==> src/rtl/spi_reg_bridge.sv <==
// SPI-slave register bridge: an oversampled SPI frame is a header word (op + address)
// followed by auto-incrementing read or write data words against status/command registers.
module spi_reg_bridge #(
  parameter int                        DATA_W   = 16,
  parameter int                        ADDR_W   = 10,
  parameter int                        NUM_STAT = 23,
  parameter int                        NUM_CMD  = 16,
  parameter logic [1:0]                SPI_MODE = 2'd0,
  parameter logic [DATA_W-1:0]         ID_WORD  = 16'h4A53,
  parameter logic [NUM_CMD*DATA_W-1:0] CMD_RST  = '0
) (
  input  logic                         SYS_CLK,
  input  logic                         SYS_RST,
  input  logic                         SPI_CLK,
  input  logic                         SSEL,
  input  logic                         MOSI,
  output logic                         MISO,
  input  logic [NUM_STAT*DATA_W-1:0]   status_in,
  output logic [NUM_CMD*DATA_W-1:0]    cmd_out,
  output logic [NUM_CMD-1:0]           cmd_wr,
  output logic                         xfer_active,
  output logic [7:0]                   err_cnt,
  output logic [2:0]                   dbg_state
);

  localparam int   CMD_BASE = NUM_STAT + 1;
  localparam int   CNT_W    = $clog2(DATA_W);
  localparam logic CPOL     = SPI_MODE[1];
  localparam logic CPHA     = SPI_MODE[0];
  localparam logic [CNT_W-1:0] LAST_BIT = CNT_W'(DATA_W - 1);

  typedef enum logic [2:0] {S_IDLE, S_HEADER, S_READ, S_WRITE, S_DISCARD} state_e;

  state_e                       state_q, state_d;
  logic [2:0]                   sclk_q, sclk_d;
  logic [2:0]                   ssel_q, ssel_d;
  logic [1:0]                   mosi_q, mosi_d;
  logic [CNT_W-1:0]             bit_cnt_q, bit_cnt_d;
  logic [DATA_W-1:0]            rx_q, rx_d;
  logic [DATA_W-1:0]            tx_q, tx_d;
  logic [ADDR_W-1:0]            addr_q, addr_d;
  logic [NUM_STAT*DATA_W-1:0]   snap_q, snap_d;
  logic [NUM_CMD*DATA_W-1:0]    cmd_q, cmd_d;
  logic [NUM_CMD-1:0]           cmd_wr_q, cmd_wr_d;
  logic [7:0]                   err_q, err_d;

  logic              sclk_rise, sclk_fall, sample_edge, shift_edge;
  logic              ssel_fall, ssel_rise, in_frame, word_done;
  logic [DATA_W-1:0] rx_word, rd_data;
  logic [ADDR_W-1:0] rd_addr;

  assign sclk_d = {sclk_q[1:0], SPI_CLK};
  assign ssel_d = {ssel_q[1:0], SSEL};
  assign mosi_d = {mosi_q[0], MOSI};

  // Stage 1 vs stage 2 of each chain gives the edge; MOSI stage 1 lines up with SPI_CLK stage 1.
  assign sclk_rise   = sclk_q[1] & ~sclk_q[2];
  assign sclk_fall   = ~sclk_q[1] & sclk_q[2];
  assign sample_edge = (CPHA ^ CPOL) ? sclk_fall : sclk_rise;
  assign shift_edge  = (CPHA ^ CPOL) ? sclk_rise : sclk_fall;
  assign ssel_fall   = ssel_q[2] & ~ssel_q[1];
  assign ssel_rise   = ~ssel_q[2] & ssel_q[1];
  assign in_frame    = (state_q != S_IDLE);
  assign rx_word     = {rx_q[DATA_W-2:0], mosi_q[1]};
  assign word_done   = in_frame && sample_edge && (bit_cnt_q == LAST_BIT);
  assign rd_addr     = (state_q == S_HEADER) ? rx_word[ADDR_W-1:0] : addr_q;

  always_comb begin
    rd_data = '0;
    if (rd_addr == '0) rd_data = ID_WORD;
    for (int i = 0; i < NUM_STAT; i++)
      if (rd_addr == ADDR_W'(i + 1)) rd_data = snap_q[i*DATA_W +: DATA_W];
    for (int i = 0; i < NUM_CMD; i++)
      if (rd_addr == ADDR_W'(CMD_BASE + i)) rd_data = cmd_q[i*DATA_W +: DATA_W];
  end

  always_comb begin
    state_d   = state_q;
    bit_cnt_d = bit_cnt_q;
    rx_d      = rx_q;
    tx_d      = tx_q;
    addr_d    = addr_q;
    snap_d    = snap_q;
    cmd_d     = cmd_q;
    cmd_wr_d  = '0;
    err_d     = err_q;
    if (ssel_fall) begin
      snap_d    = status_in;
      tx_d      = ID_WORD;
      bit_cnt_d = '0;
      rx_d      = '0;
      state_d   = S_HEADER;
    end else if (in_frame) begin
      if (sample_edge) begin
        rx_d      = rx_word;
        bit_cnt_d = (bit_cnt_q == LAST_BIT) ? '0 : bit_cnt_q + 1'b1;
      end else if (shift_edge && bit_cnt_q != '0) begin
        // The first shift edge of a word is skipped: its MSB is already on MISO.
        tx_d = {tx_q[DATA_W-2:0], 1'b0};
      end
      if (word_done) begin
        tx_d = '0;
        case (state_q)
          S_HEADER: begin
            case (rx_word[DATA_W-1 -: 2])
              2'b10: begin
                state_d = S_READ;
                tx_d    = rd_data;
                addr_d  = rx_word[ADDR_W-1:0] + 1'b1;
              end
              2'b01: begin
                state_d = S_WRITE;
                addr_d  = rx_word[ADDR_W-1:0];
              end
              default: state_d = S_DISCARD;
            endcase
          end
          S_READ: begin
            tx_d   = rd_data;
            addr_d = addr_q + 1'b1;
          end
          S_WRITE: begin
            for (int i = 0; i < NUM_CMD; i++)
              if (addr_q == ADDR_W'(CMD_BASE + i)) begin
                cmd_d[i*DATA_W +: DATA_W] = rx_word;
                cmd_wr_d[i]               = 1'b1;
              end
            addr_d = addr_q + 1'b1;
          end
          default: ;
        endcase
      end
      // A word completing on the same cycle as deselect has already been handled above.
      if (ssel_rise) begin
        if (bit_cnt_d != '0 && err_q != 8'hFF) err_d = err_q + 8'd1;
        state_d   = S_IDLE;
        tx_d      = '0;
        bit_cnt_d = '0;
      end
    end
  end

  always_ff @(posedge SYS_CLK or posedge SYS_RST) begin
    if (SYS_RST) begin
      state_q   <= S_IDLE;
      sclk_q    <= {3{CPOL}};
      ssel_q    <= '1;
      mosi_q    <= '0;
      bit_cnt_q <= '0;
      rx_q      <= '0;
      tx_q      <= '0;
      addr_q    <= '0;
      snap_q    <= '0;
      cmd_q     <= CMD_RST;
      cmd_wr_q  <= '0;
      err_q     <= '0;
    end else begin
      state_q   <= state_d;
      sclk_q    <= sclk_d;
      ssel_q    <= ssel_d;
      mosi_q    <= mosi_d;
      bit_cnt_q <= bit_cnt_d;
      rx_q      <= rx_d;
      tx_q      <= tx_d;
      addr_q    <= addr_d;
      snap_q    <= snap_d;
      cmd_q     <= cmd_d;
      cmd_wr_q  <= cmd_wr_d;
      err_q     <= err_d;
    end
  end

  assign MISO        = tx_q[DATA_W-1];
  assign cmd_out     = cmd_q;
  assign cmd_wr      = cmd_wr_q;
  assign err_cnt     = err_q;
  assign xfer_active = ~ssel_q[1];
  assign dbg_state   = state_q;

endmodule

==> config.mk <==
export PLATFORM = sky130hd
export DESIGN_NAME = spi_reg_bridge
export DESIGN_NICKNAME = d
export VERILOG_FILES = /design/src/rtl/spi_reg_bridge.sv
export SDC_FILE = /design/constraint.sdc
export NUM_CORES = 2
export LEC_CHECK = 0
export ABC_AREA = 1
export CAP_MARGIN = 10
export CORE_AREA = 2 2 260 262
export DETAILED_ROUTE_END_ITERATION = 12
export DIE_AREA = 0 0 262 264
export PLACE_DENSITY = 0.77
export SYNTH_ARGS = -nofsm -noshare
export SYNTH_HDL_FRONTEND = slang
export SYNTH_SLANG_ARGS = --single-unit
==> constraint.sdc <==
create_clock -name SYS_CLK -period 34 [get_ports SYS_CLK]
set_input_delay 5.1 -clock SYS_CLK [delete_from_list [all_inputs] [get_ports SYS_CLK]]
set_output_delay 5.1 -clock SYS_CLK [all_outputs]
set_load 0.02 [all_outputs]
* Yosys cells after proc, flatten, opt, wreduce, memory -nomap -nowiden
Cells that the tools add are included.
** Storage, ports and cells
- Bits in registers :: 704
- Bits in latches :: 0
- Bits in writable memories :: 0
- Memory bits (read-only) :: 0
- Output and inout port bits :: 285
- Word-level logic and storage cells :: 227
- Memories :: 0
** Operators by class
- Add/subtract/negate cells :: 4
- Multiply operators :: 0
- Divide/modulo/power cells :: 0
- Order comparisons :: 0
- Equality and inequality tests :: 64
- Shift operators :: 0
- Multiplexer cells :: 87
- Bitwise gates (word level) :: 9
- Reduce and logical (&&, ||, !) cells :: 36
** Operators with widths (number)
- $mux 16 :: 50
- $eq 10x5->1 const B :: 24
- $eq 10x6->1 const B :: 16
- $reduce_and 5->1 :: 17
- $eq 10x4->1 const B :: 8
- $mux 15 :: 4
- $eq 10x3->1 const B :: 4
- $pmux 10 s2 :: 2
- $pmux 16 s2 :: 1
- $mux 4 :: 7
- $add 10x1->10 const B :: 2
- $eq 10x2->1 const B :: 2
- $mux 1 :: 16
- $mux 3 :: 5
- $reduce_bool 4->1 :: 3
- $eq 10x1->1 const B :: 1
- $logic_not 10->1 :: 1
- $mux 10 :: 1
- $reduce_bool 3->1 :: 3
- $add 8x1->8 const B :: 1
- $ne 8x8->1 const B :: 1
- $eq 3x2->1 const B :: 2
- $pmux 3 s2 :: 1
- $reduce_and 3->1 :: 2
- other kinds (14) :: 26

* Longest topological paths before layout
- Depth after elaboration :: 49
- Depth in mapped cells :: 36

* Least setup slack after synthesis
OpenSTA, ideal clock, no wires.
- Kind :: reg2out
- Start :: register ssel_q[1]
- End :: output port xfer_active
- Arrival :: 620 ps
- Required time :: 28900 ps
- Path slack :: 28280 ps
- Stages on the path, launching flop included :: 2
- Path buffers :: 0
- Cell sequence :: dfstp_2 -> inv_1
** On the way
- Word-level cells in the longest chain between the ends :: 1
** RTL lines
- from (decl) :: RTL line 36 : logic [2:0] ssel_q, ssel_d;
- from (signal assigned) :: RTL line 160 : ssel_q <= ssel_d;
- $not 1->1 :: RTL line 177 : assign xfer_active = ~ssel_q[1];
- to (decl) :: RTL line 21 : output logic xfer_active,
Every way passes these cells.

==> reports/results.ini <==
[power_and_ir_drop]
p_total_mw = 2.46
irDropWorstVdd_mv = 0.0325
power_density_nw_per_um2 = 57.9
leakage_nw = 20.5

[clock_tree]
cts_max_path_buffers = 3
cts_tree = yes
hold_buffers = 0
cts_setup_buffers = 0
clock_sinks = 704
clk_latency_ns = 0.63
cts_root_buf = clkbuf_16
numCtsBuffers = 74
cts_max_level = 3
clk_pin_slew_worst_paths_ns = 0.06
ctsResizeCount = 0

[synthesis]
synthAdderAreaFrac = 0.00458
synth_compound_area_frac = 0.0774
syn_area_sq_um = 32800
synth.distinct_cells = 43
synth_top_family_by_area = simple AND/OR/NAND/NOR gates
synth_top_area_share = 0.535
syn-num-nets = 4674
synth-simple-area-share = 0.290
ys_warn_count = 0
muxShareOfSynthArea = 0.00991
synth_xor_area_frac = 0.00294
netlist.top_cell.by_area = dfrtp_1
yosys_register_bits = 704
synthTopCellsByArea = dfrtp_1 (53%), nand2_1 (20%), o21ai_0 (5.3%)
syn_area_per_cell_sq_um = 7.65
synthCells = 4289
ys_seq_area_frac = 0.537

[route]
drc = 0
drt_iter0_markers = 3758
routed_wl_um = 129000
wl_per_cell_um = 22.2
drtAntennaViolNets = 0
vias = 31717
dr.pass1.iters = 7
via_per_inst = 5.47

[grt]
grt_pass1_wl_um = 189000
grt_max_degree = 220
track_usage = 0.370
grt_pass1_vias = 30514
grt_antenna_before_repair = 9
grt-ovfl-total = 0

[final_layout]
area_growth_pct = 29.7
drive_gt1_frac = 0.0453
final_common_cell = nand2_1
nets = 5256
nFillCells = 5698
final_cell_mix = nand2_1 (1713), dfrtp_1 (701), clkdlybuf4s50_1 (657), inv_1 (453), o21ai_0 (348)
regArea_sq_um = 17600
multiInputGateArea_sq_um = 12700

[sta]
slew_viol_final = 0
fin_crit_sh = 0.243
layout_setup_ws_ns = 25.74
rsz0062_at_grt = no
relSlewSlack = 0.196
finClkSkew_ns = 0.0364
period_minus_slack_ns = 8.26
tightest_slew_ns = 1.20
hold_slack_ns = 0.362
setup_tns_ns = 0
fmax_mhz = 121
setup_viol = 0
hold_viol = 0

[job]
cap_violations = 0

[floorplan]
placementRows = 95
die_y_um = 264
start_util = 0.493
core_sq_um = 66600
dieArea_sq_um = 69200
pin_count = 658
die_w_um = 262

[setup_path]
worst_path_most_repeated_cell = buf_4
crit_arrival_ns = 8.86
start_kind = input port
cp.required_ns = 34.60
crit_fanout = 175
path_class = in2async
end_kind = async pin
crit_path_top_delay_cell = buf_4
cpPeakStageDelay_ns = 0.87
crit_path_cell_trace = clkdlybuf4s50_1, inv_8, buf_4, buf_12, buf_4

[outcome]
status = completed

[place]
gp_congestion = 0.948
dpl_worst_slack_ns = 24.94
dp_hpwl_um = 93100
port_buffers = 657

[hold_path]
hp-class = reg2reg

## sequential cells by signal, summed over array words and instances (netlist names)
register and flops:
sclk_q 3, tx_q 16, ssel_q 3, snap_q 368
cmd_out 256, bit_cnt_q 4, dbg_state 3, mosi_q 2
rx_q 15, cmd_wr 16, addr_q 10, err_cnt 8
## metal layers
metal  routed length, um  part of all wire  GRT usage  vias up
met1               48600              0.38      0.481    14994
met4                8270             0.064      0.208        4
met2               58200              0.45      0.567     1846
met3               13800              0.11     0.0885      391
li1                    -                 -          -    14482
met5                  23           0.00018          0        -
## synth_stat cells
library cell / instances
a21oi_1: 121
a221oi_1: 1
a311oi_1: 2
a31oi_1: 5
a32oi_1: 1
buf_1: 4
buf_2: 13
buf_4: 1
buf_6: 3
clkbuf_1: 179
clkinv_1: 1
dfrtp_1: 701
dfstp_2: 3
ha_1: 12
inv_1: 455
inv_2: 14
mux2_2: 4
mux2i_1: 28
nand2_1: 1713
nand2_2: 6
nand2_4: 2
nand3_1: 109
nand3b_1: 5
nand4_1: 120
nor2_1: 340
nor2_2: 5
nor2_4: 5
nor2_8: 1
nor3_1: 40
nor3b_1: 1
nor4_1: 1
nor4_2: 1
o2111ai_1: 1
o211ai_1: 4
o21ai_0: 348
o21ai_1: 5
o21ai_2: 1
o21bai_1: 1
o221ai_1: 1
o22ai_1: 6
or2_2: 14
xnor2_1: 4
xor2_1: 7
## through the flow
step,utilization,instance area [sq um],cells
after global routing,0.639,42600,5796
after detailed placement,0.603,40100,5667
after CTS,0.639,42500,5791
after floorplan,-,32800,4289
final,0.639,42600,5799
after global placement,0.603,40100,5667
## cell type report
cell class                      instances  area share
Sequential cell                       704       0.414
Timing Repair Buffer                  706       0.164
Inverter                              470      0.0418
Clock inverter                         23     0.00629
Clock buffer                          101      0.0499
Multi-Input combinational cell       2915       0.298
Antenna cell                            7    0.000412
Tap cell                              873      0.0257
## worst paths after layout
check                              from           end  slack [ns]  depth (start not counted)
hold reg to reg               mosi_q[0]     mosi_q[1]        0.36                          0
setup / recovery                SYS_RST   snap_q[200]       25.74                          5
max in group SYS_CLK       dbg_state[0]  dbg_state[0]       26.70                          1
min in group asynchronous       SYS_RST   cmd_out[66]        5.07                          2
setup reg to reg                rx_q[6]       tx_q[7]       27.41                         31
hold / removal                mosi_q[0]     mosi_q[1]        0.36                          0
## report_power, final
part           switching, mW  internal, mW
combinational          0.489         0.191
clock                  0.344         0.475
sequential            0.0537         0.911
## critical path: cells and delay by family
family   cells  cell delay, ns
buf+inv      5            3.48
## kinds of logic after synthesis
group / Yosys count
muxes: 32
buffers and inverters: 670
AOI/OAI and AO/OA: 497
and+or+nand+nor: 2363
adders and majority gates: 12
xor gates and xnor gates: 11
DFF: 704
(Power assumes the default switching activity.)
